[src/rtl/scr1_tapc_oversampling_sync.sv]
// Oversampling JTAG-to-clk synchronizer: deglitches raw TCK in the clk domain and issues
// aligned single-cycle chain strobes toward the core, returning TDO toward the TAPC.
module scr1_tapc_oversampling_sync #(
  parameter int SYNC_STAGES  = 2,
  parameter int MIN_PHASE    = 2,
  parameter int CH_NUM       = 2,
  parameter int CH_ID_WIDTH  = 2,
  parameter int IDLE_TIMEOUT = 1024,
  parameter int GLITCH_CNT_W = 8
) (
  input  logic                    clk,
  input  logic                    rst_n,
  input  logic                    tapc_tck_i,
  input  logic                    tapc_trst_n_i,
  input  logic [CH_NUM-1:0]       tapc_ch_sel_i,
  input  logic [CH_ID_WIDTH-1:0]  tapc_ch_id_i,
  input  logic                    tapc_ch_capture_i,
  input  logic                    tapc_ch_shift_i,
  input  logic                    tapc_ch_update_i,
  input  logic                    tapc_ch_tdi_i,
  output logic                    tapc_ch_tdo_o,
  output logic                    core_ch_rise_o,
  output logic                    core_ch_capture_o,
  output logic                    core_ch_shift_o,
  output logic                    core_ch_tdi_o,
  output logic                    core_ch_update_o,
  output logic [CH_NUM-1:0]       core_ch_sel_o,
  output logic [CH_ID_WIDTH-1:0]  core_ch_id_o,
  input  logic                    core_ch_tdo_i,
  output logic                    tck_active_o,
  output logic [GLITCH_CNT_W-1:0] glitch_cnt_o
);

  localparam int DLY_LEN = SYNC_STAGES + MIN_PHASE - 1;
  localparam int DAT_W   = CH_NUM + CH_ID_WIDTH + 4;
  localparam int PH_W    = (MIN_PHASE > 1) ? $clog2(MIN_PHASE) : 1;
  localparam int IDLE_W  = $clog2(IDLE_TIMEOUT + 1);

  typedef enum logic [1:0] {
    ST_LOW       = 2'd0,
    ST_RISE_PEND = 2'd1,
    ST_HIGH      = 2'd2,
    ST_FALL_PEND = 2'd3
  } state_e;

  logic [SYNC_STAGES-1:0]  tck_sync_q;
  logic [SYNC_STAGES-1:0]  trst_sync_q;
  logic                    tck_s;
  logic                    trst_s;
  logic [DAT_W-1:0]        dat_raw_s;
  logic [DAT_W-1:0]        dly_q [DLY_LEN];
  logic [DAT_W-1:0]        dly_out_s;

  state_e                  state_q, state_d;
  logic [PH_W-1:0]         cnt_q, cnt_d;
  logic                    rise_s, fall_s, glitch_s;

  logic                    rise_q, rise_d;
  logic                    cap_q, cap_d;
  logic                    shift_q, shift_d;
  logic                    tdi_q, tdi_d;
  logic                    upd_q, upd_d;
  logic [CH_NUM-1:0]       sel_q, sel_d;
  logic [CH_ID_WIDTH-1:0]  id_q, id_d;
  logic                    tdo_q, tdo_d;
  logic [IDLE_W-1:0]       idle_q, idle_d;
  logic                    active_q, active_d;
  logic [GLITCH_CNT_W-1:0] glitch_q, glitch_d;

  assign tck_s     = tck_sync_q[SYNC_STAGES-1];
  assign trst_s    = trst_sync_q[SYNC_STAGES-1];
  assign dat_raw_s = {tapc_ch_sel_i, tapc_ch_id_i, tapc_ch_capture_i,
                      tapc_ch_shift_i, tapc_ch_tdi_i, tapc_ch_update_i};
  assign dly_out_s = dly_q[DLY_LEN-1];

  // Synchronizers and the data delay line; the line matches the TCK path so each strobe
  // carries the chain values seen at the clk edge that first sampled the new TCK level.
  always_ff @(posedge clk) begin
    if (!rst_n) begin
      tck_sync_q  <= {SYNC_STAGES{1'b0}};
      trst_sync_q <= {SYNC_STAGES{1'b0}};
      for (int i = 0; i < DLY_LEN; i++) begin
        dly_q[i] <= {DAT_W{1'b0}};
      end
    end else begin
      tck_sync_q  <= {tck_sync_q[SYNC_STAGES-2:0], tapc_tck_i};
      trst_sync_q <= {trst_sync_q[SYNC_STAGES-2:0], tapc_trst_n_i};
      dly_q[0]    <= dat_raw_s;
      for (int i = 1; i < DLY_LEN; i++) begin
        dly_q[i] <= dly_q[i-1];
      end
    end
  end

  // Edge FSM: a new TCK level commits only after MIN_PHASE stable cycles.
  always_comb begin
    state_d  = state_q;
    cnt_d    = cnt_q;
    rise_s   = 1'b0;
    fall_s   = 1'b0;
    glitch_s = 1'b0;
    if (!trst_s) begin
      state_d = ST_LOW;
      cnt_d   = {PH_W{1'b0}};
    end else begin
      case (state_q)
        ST_LOW: begin
          if (tck_s && (MIN_PHASE == 1)) begin
            state_d = ST_HIGH;
            rise_s  = 1'b1;
          end else if (tck_s) begin
            state_d = ST_RISE_PEND;
            cnt_d   = PH_W'(1);
          end else begin
            state_d = ST_LOW;
          end
        end
        ST_RISE_PEND: begin
          if (!tck_s) begin
            state_d  = ST_LOW;
            cnt_d    = {PH_W{1'b0}};
            glitch_s = 1'b1;
          end else if (cnt_q == PH_W'(MIN_PHASE - 1)) begin
            state_d = ST_HIGH;
            cnt_d   = {PH_W{1'b0}};
            rise_s  = 1'b1;
          end else begin
            cnt_d = cnt_q + PH_W'(1);
          end
        end
        ST_HIGH: begin
          if (!tck_s && (MIN_PHASE == 1)) begin
            state_d = ST_LOW;
            fall_s  = 1'b1;
          end else if (!tck_s) begin
            state_d = ST_FALL_PEND;
            cnt_d   = PH_W'(1);
          end else begin
            state_d = ST_HIGH;
          end
        end
        ST_FALL_PEND: begin
          if (tck_s) begin
            state_d  = ST_HIGH;
            cnt_d    = {PH_W{1'b0}};
            glitch_s = 1'b1;
          end else if (cnt_q == PH_W'(MIN_PHASE - 1)) begin
            state_d = ST_LOW;
            cnt_d   = {PH_W{1'b0}};
            fall_s  = 1'b1;
          end else begin
            cnt_d = cnt_q + PH_W'(1);
          end
        end
        default: begin
          state_d = ST_LOW;
          cnt_d   = {PH_W{1'b0}};
        end
      endcase
    end
  end

  // Output next-state: strobes, held chain context, TDO return, idle and glitch monitors.
  always_comb begin
    rise_d   = rise_s;
    cap_d    = rise_s & dly_out_s[3];
    shift_d  = rise_s & dly_out_s[2];
    tdi_d    = rise_s & dly_out_s[1];
    upd_d    = fall_s & dly_out_s[0];
    sel_d    = rise_s ? dly_out_s[DAT_W-1 -: CH_NUM] : sel_q;
    id_d     = rise_s ? dly_out_s[4 +: CH_ID_WIDTH] : id_q;
    tdo_d    = fall_s ? core_ch_tdo_i : tdo_q;
    idle_d   = idle_q;
    active_d = active_q;
    glitch_d = glitch_q;
    if (glitch_s && (glitch_q != {GLITCH_CNT_W{1'b1}})) begin
      glitch_d = glitch_q + GLITCH_CNT_W'(1);
    end else begin
      glitch_d = glitch_q;
    end
    if (!trst_s) begin
      sel_d    = {CH_NUM{1'b0}};
      id_d     = {CH_ID_WIDTH{1'b0}};
      tdo_d    = 1'b0;
      idle_d   = {IDLE_W{1'b0}};
      active_d = 1'b0;
    end else if (rise_s || fall_s) begin
      idle_d   = {IDLE_W{1'b0}};
      active_d = 1'b1;
    end else if (idle_q == IDLE_W'(IDLE_TIMEOUT)) begin
      active_d = 1'b0;
    end else begin
      idle_d   = idle_q + IDLE_W'(1);
      active_d = (idle_d == IDLE_W'(IDLE_TIMEOUT)) ? 1'b0 : active_q;
    end
  end

  // State and output registers.
  always_ff @(posedge clk) begin
    if (!rst_n) begin
      state_q  <= ST_LOW;
      cnt_q    <= {PH_W{1'b0}};
      rise_q   <= 1'b0;
      cap_q    <= 1'b0;
      shift_q  <= 1'b0;
      tdi_q    <= 1'b0;
      upd_q    <= 1'b0;
      sel_q    <= {CH_NUM{1'b0}};
      id_q     <= {CH_ID_WIDTH{1'b0}};
      tdo_q    <= 1'b0;
      idle_q   <= {IDLE_W{1'b0}};
      active_q <= 1'b0;
      glitch_q <= {GLITCH_CNT_W{1'b0}};
    end else begin
      state_q  <= state_d;
      cnt_q    <= cnt_d;
      rise_q   <= rise_d;
      cap_q    <= cap_d;
      shift_q  <= shift_d;
      tdi_q    <= tdi_d;
      upd_q    <= upd_d;
      sel_q    <= sel_d;
      id_q     <= id_d;
      tdo_q    <= tdo_d;
      idle_q   <= idle_d;
      active_q <= active_d;
      glitch_q <= glitch_d;
    end
  end

  assign tapc_ch_tdo_o     = tdo_q;
  assign core_ch_rise_o    = rise_q;
  assign core_ch_capture_o = cap_q;
  assign core_ch_shift_o   = shift_q;
  assign core_ch_tdi_o     = tdi_q;
  assign core_ch_update_o  = upd_q;
  assign core_ch_sel_o     = sel_q;
  assign core_ch_id_o      = id_q;
  assign tck_active_o      = active_q;
  assign glitch_cnt_o      = glitch_q;

endmodule

[config.mk]
export PLATFORM = sky130hd
export DESIGN_NAME = scr1_tapc_oversampling_sync
export DESIGN_NICKNAME = d
export VERILOG_FILES = /design/src/rtl/scr1_tapc_oversampling_sync.sv
export SDC_FILE = /design/constraint.sdc
export NUM_CORES = 1
export LEC_CHECK = 0
export BUFFER_PORTS_ARGS = -buffer_cell sky130_fd_sc_hd__buf_2
export CAP_MARGIN = 20
export CORE_MARGIN = 8
export CORE_UTILIZATION = 35
export CTS_CLUSTER_SIZE = 20
export DETAILED_ROUTE_END_ITERATION = 8
export RECOVER_POWER = 100
export SLEW_MARGIN = 20
export SYNTH_ARGS = -nofsm -noshare
export SYNTH_HDL_FRONTEND = slang
export SYNTH_SLANG_ARGS = --single-unit
[constraint.sdc]
create_clock -name clk -period 1.5 [get_ports clk]
set_input_delay 0.15 -clock clk [delete_from_list [all_inputs] [get_ports clk]]
set_output_delay 0.15 -clock clk [all_outputs]
set_load 0.03 [all_outputs]
---- Word-level counts from Yosys, hierarchy flattened ----
Memories as Yosys holds them, arrays and structs flattened.
Index checks and enable logic that the tools add are counted.
cells by class
  $add $sub $neg .......................... 3
  multipliers ............................. 0
  divide/modulo/power cells ............... 0
  order comparisons ....................... 0
  eq/ne operators ......................... 10
  shift-type cells ........................ 0
  muxes and demuxes ....................... 32
  bitwise operators ....................... 9
  reduce and logical (&&, ||, !) cells .... 8
operators with widths
  operator                 number
  $mux W8                  3
  $eq A11 B11 Y1 const B   2
  $mux W1                  22
  $add A11 B1 Y11 const B  1
  $add A8 B1 Y8 const B    1
  $mux W2                  4
  $ne A8 B8 Y1 const B     1
  $pmux W2 S4              1
  $ne A3 B3 Y1 const B     2
  $reduce_and A2 Y1        3
  $and A1 B1 Y1            4
  $eq A2 B2 Y1 const B     2
  $ne A2 B2 Y1 const B     2
  $pmux W1 S4              1
  $or A1 B1 Y1             3
  $reduce_bool A3 Y1       1
  $reduce_or A3 Y1         1
  $eq A2 B1 Y1 const B     1
  $logic_not A2 Y1         1
  $not A1 Y1               2
  $pmux W1 S2              1
  $add A1 B1 Y1 const B    1
  $logic_and A1 B1 Y1      1
  $logic_or A1 B1 Y1       1
word-level totals
  register bits after elaboration ......... 37
  latch bits .............................. 0
  RAM bits ................................ 24
  ROM bits ................................ 0
  bits of input ports ..................... 13
  output and inout port bits .............. 19
  logic and storage cells ................. 78
  memories kept ........................... 1
memories
  memory  depth  bits a word  rd ports  clocked after Yosys merged registers in  wr ports  RTL line  RTL
  dly_q   3      8            3         0                                        3         51        logic [DAT_W-1:0] dly_q [DLY_LEN];

---- Longest topological paths before layout ----
  depth in word-level cells ............... 6
  mapped depth ............................ 6
  gate-level depth less buffers ........... 6

---- Worst setup path after synthesis ----
Ideal clock, no wire load.
  path kind ............................... reg2reg
  from .................................... reg glitch_q[0], in the netlist glitch_cnt_o[0]
  to ...................................... reg glitch_q[1], in the netlist glitch_cnt_o[1]
  library setup time ...................... 0.117 ns
  arrival ................................. 1.533 ns
  slack ................................... -0.150 ns
  stages on the path, launching flop included .. 7
  path buffers ............................ 1
  period minus slack after synthesis ...... 1.650 ns
  cells stage by stage .................... dfxtp_1 -> ha_1 -> nand2_1 -> o311ai_4 -> buf_6 -> mux2i_1 -> nor2_1
on the way
  cells in the longest elaborated chain, start to end .. 2
  elaborated cells between the ends (all ways) .. 3
  those cells by class .................... add/sub: 1; eq/ne: 1; reduce/logical: 1
ends and longest elaborated chain
  element                                                                RTL line  RTL
  from (decl)                                                            68        logic [GLITCH_CNT_W-1:0] glitch_q, glitch_d;
  from (signal assigned)                                                 213       glitch_q <= {GLITCH_CNT_W{1'b0}};
  from (signal assigned)                                                 227       glitch_q <= glitch_d;
  parallel branches: the longest is 2 deep, another holds $add A8 B1 Y8  -
Parallel ways; which one is timed is not known.
A chain may end at the register's enable or synchronous reset.

---- Worst setup path after layout ----
  from .................................... reg tck_sync_q[1]
  to ...................................... reg glitch_q[4], in the netlist glitch_cnt_o[4]
on the way
  cells in the longest elaborated chain, start to end .. 4
  elaborated cells between the ends (all ways) .. 5
  those cells by class .................... mux: 4; reduce/logical: 1
ends and longest elaborated chain
  element                            RTL line  RTL
  from (decl)                        46        logic [SYNC_STAGES-1:0] tck_sync_q;
  from (signal assigned)             80        tck_sync_q <= {SYNC_STAGES{1'b0}};
  from (signal assigned)             86        tck_sync_q <= {tck_sync_q[SYNC_STAGES-2:0], tapc_tck_i};
  $mux W1, on equally long branches  143, 119
  $pmux W1 S2 *                      106       case (state_q)
  $mux W1 *                          102       if (!trst_s) begin
  $logic_and A1 B1 Y1 *              176       if (glitch_s && (glitch_q != {GLITCH_CNT_W{1'b1}})) begin
Every way passes the cells marked *; elsewhere a longest branch is shown, timed or not.

==> impl_results.md <==
* Power consumption at 3.07 mW
* Post-synthesis cell count at ~210
* Die X at 94.8 µm
* Critical path peak fanout at 5
* Sequential share of the synthesized area at 56.2%
* Top post-synthesis cells by area: dfxtp_1 56%, and2_1 8.6%, mux2i_1 4.1%, nor2_1 4.1%, nand3_1 2.8%
* Relative slew slack at between 60% and 70%
* Status: finished clean
* Inserted Diodes at 0
* Final HPWL DP at 2730 µm
* Antenna-violating nets left at 0
* Die Area at between 8000 and 9000 µm²
* Non-Filler Instances at 356
* Setup violations, final at 0
* Max Transition Viols Final at 0
* Post-synth top cells: 61 x dfxtp_1, 30 x and2_1, 24 x nor2_1, 12 x nand2_1, 12 x nand3_1
* CTS Buffer Depth at 2
* Initial antenna violation count at 0
* Post-Syn Area at 2170 µm²
* Peak VDD IR at 0.568 mV
* Root Driver: clkbuf_8
* Biggest area consumer among synthesized cells: dfxtp_1
* 1st-pass router iterations at 4
* Multi-input logic area at 970 µm²
* Final WS setup at 0.0538 ns
* Top cell type's share of synthesized area at between 50% and 60%
* CP Launch Type: flip-flop
* Core Area at 5960 µm²
* Sink Count at 61
* First-pass GRT wire length at ~6600 µm
* Slowest stage cell, crit path: or3_2
* Area Growth Syn to Fin at 28.9%
* Yosys warns at 0
* Post-Syn Nets at 230
* Vias in the first global route at 1500
* Post-synthesis register bit count at 61
* Minimum clock period at 1.45 ns
* Starting DRT DRC Count at just over 50
* Count leader, synth: dfxtp_1
* Slowest Stage Delay on Critical Path at 0.48 ns
* Hold crit path type: in2reg
* Vias per Instance at 4.38
* CTS buffer count at 9
* # hold bufs at CTS at 0
* Clock-pin slew on the worst setup and hold paths at 0.07 ns
* Peak Freq at 0.691 GHz
* Critical-path cell list: xnor2_4 -> o311ai_4 -> or3_2 -> a21oi_2
* Data arrival time of the worst path at ~1.7 ns
* Reg area at roughly 1200 µm²
* Largest net degree at the start of global routing at 40
* Worst slack, placed at -0.0201 ns
* Crit Path Class: reg2reg
* RSZ-0062 raised after global routing: true
* Die height at 94.8 µm
* Post-synth EDFFs at 0
* Least-Margin Pin Slew at 0.592 ns
* Post-synth top flop: dfxtp_1
* CP delay by family, top: simple AND/OR/NAND/NOR gates
* Setup Skew at 0.00827 ns
* Utilization after layout at 47.0%
* CTS tree: built
* DP Cell Count at 338
* GR Util All Layers at 9.63%
* Max_cap viols at 0
* Vias at roughly 1600
* Critical Path End Type: flip-flop
* R2R setup slack at ~0.054 ns
* Hold path startpoint: tapc_ch_shift_i
* Final instance area at 2800 µm²
* Ports at 32
* Share of layout cells above drive strength 1 at 24.9%
* Wire per inst at 11.3 µm
* Final clock period utilization by the worst path at 96.4%
* FP Rows at 28
* Initial Util at 36.5%
* H-tree levels at 3
* Filler instances at slightly below 600
* Dpl cell area at 2580 µm²
* Fin. Hold Viols at 0
* Final WL at 4020 µm
* Worst EP required at 1.76 ns
* Buf+Inv Stages, Crit Path at 0
* Hold WS at 0.0255 ns
* FF-to-FF Start: tck_sync_q[1]
* Power density over the cells at 1100 nW/µm²
* CP startpoint: tck_sync_q[1]
* Asr flop ratio synth at 0%
* Worst-Skew Late Latency at 0.33 ns
* Setup TNS at 0 ns
* Leak at between 1 and 1.5 nW
* # DRC at 0
* Netlist cell types at 32
* Post-Syn Area per Cell at 10.1 µm²
* Gpl congestion at about 0.76
* # port buffers at 31
* Aggregate global routing overflow at 0
* Final Net Count at 293
-- flip-flops by register name, summed over array words and instances, names as in the netlist, named ones only --
| signal | flops |
|---|---|
| state_q | 1 |
| core_ch_id_o | 2 |
| trst_sync_q | 2 |
| glitch_cnt_o | 8 |
| tapc_ch_tdo_o | 1 |
| idle_q | 11 |
| core_ch_sel_o | 2 |
| core_ch_capture_o | 1 |
| core_ch_shift_o | 1 |
| tck_sync_q | 2 |
| cnt_q | 1 |
| dly_q | 24 |
| core_ch_update_o | 1 |
| core_ch_rise_o | 1 |
| core_ch_tdi_o | 1 |
| tck_active_o | 1 |
-- report_power, final --
group	internal [mW]	switching (mW)
sequential	1.65	0.00885
clock	0.749	0.593
combinational	0.0368	0.0352
total	2.44	0.637
-- cell families (layout without fill, tap and decap cells) --
kind of cell | count (synthesis) | in the layout | share of synthesized area (%)
compound gates | 16 | 17 | 4.95
xor+xnor | 11 | 11 | 5.30
fa+ha+maj | 3 | 3 | 1.73
buf+inv | 11 | 77 | 2.25
flops | 61 | 61 | 56.2
mux | 9 | 9 | 4.15
simple gates | 103 | 103 | 25.4
-- placed cells by master (no fill, tap or decap), types with 2 or more instances in the layout --
| cell | instances |
|---|---|
| clkbuf_2 | 3 |
| nand3_1 | 11 |
| clkbuf_1 | 23 |
| buf_2 | 11 |
| xnor2_1 | 6 |
| inv_1 | 6 |
| o311ai_4 | 2 |
| dfxtp_2 | 8 |
| and3_1 | 4 |
| o21ai_0 | 5 |
| and2_1 | 19 |
| clkbuf_8 | 9 |
| mux2i_1 | 9 |
| and2_0 | 10 |
| nor3_1 | 2 |
| or3_1 | 3 |
| clkinv_2 | 3 |
| nor2_1 | 24 |
| nor4_2 | 2 |
| ha_1 | 2 |
| xor2_1 | 4 |
| nand2b_1 | 4 |
| nand2_1 | 11 |
| a21oi_1 | 7 |
| dfxtp_1 | 53 |
| buf_4 | 20 |
-- worst paths after layout --
| check | to | cells past startpoint |
|---|---|---|
| worst max-delay path | glitch_cnt_o[4] | 4 |
| worst min-delay path | dly_q[0][2] | 2 |
| worst max register to register | glitch_cnt_o[4] | 4 |
| worst min register to register | dly_q[0][22] | 1 |
-- routing by layer --
metal / global-route usage (%) / wire length [µm] / vias to the layer above / share of wire, %
li1: - / - / 837 / -
met1: 11.4 / 1960 / 687 / 49
met2: 14.0 / 1800 / 26 / 45
met3: 2.94 / 157 / 10 / 3.9
met4: 8.19 / 104 / 0 / 2.6
met5: 0 / 0 / - / 0
-- area by class of cell --
class,count,share of cell area [%]
sequential,61,44.0
multi-input combinational,143,34.6
timing repair buffer,56,10.8
clock buffer,10,4.56
tap,75,3.35
clock inverter,5,1.88
inverter,6,0.804
-- timing repair --
item	in CTS	in global routing
pin swaps	0	4
gates resized for setup	0	12
setup endpoints to repair	2	16
setup buffers	0	2
gates cloned	1	0
Power figures use the tool's default switching activity.
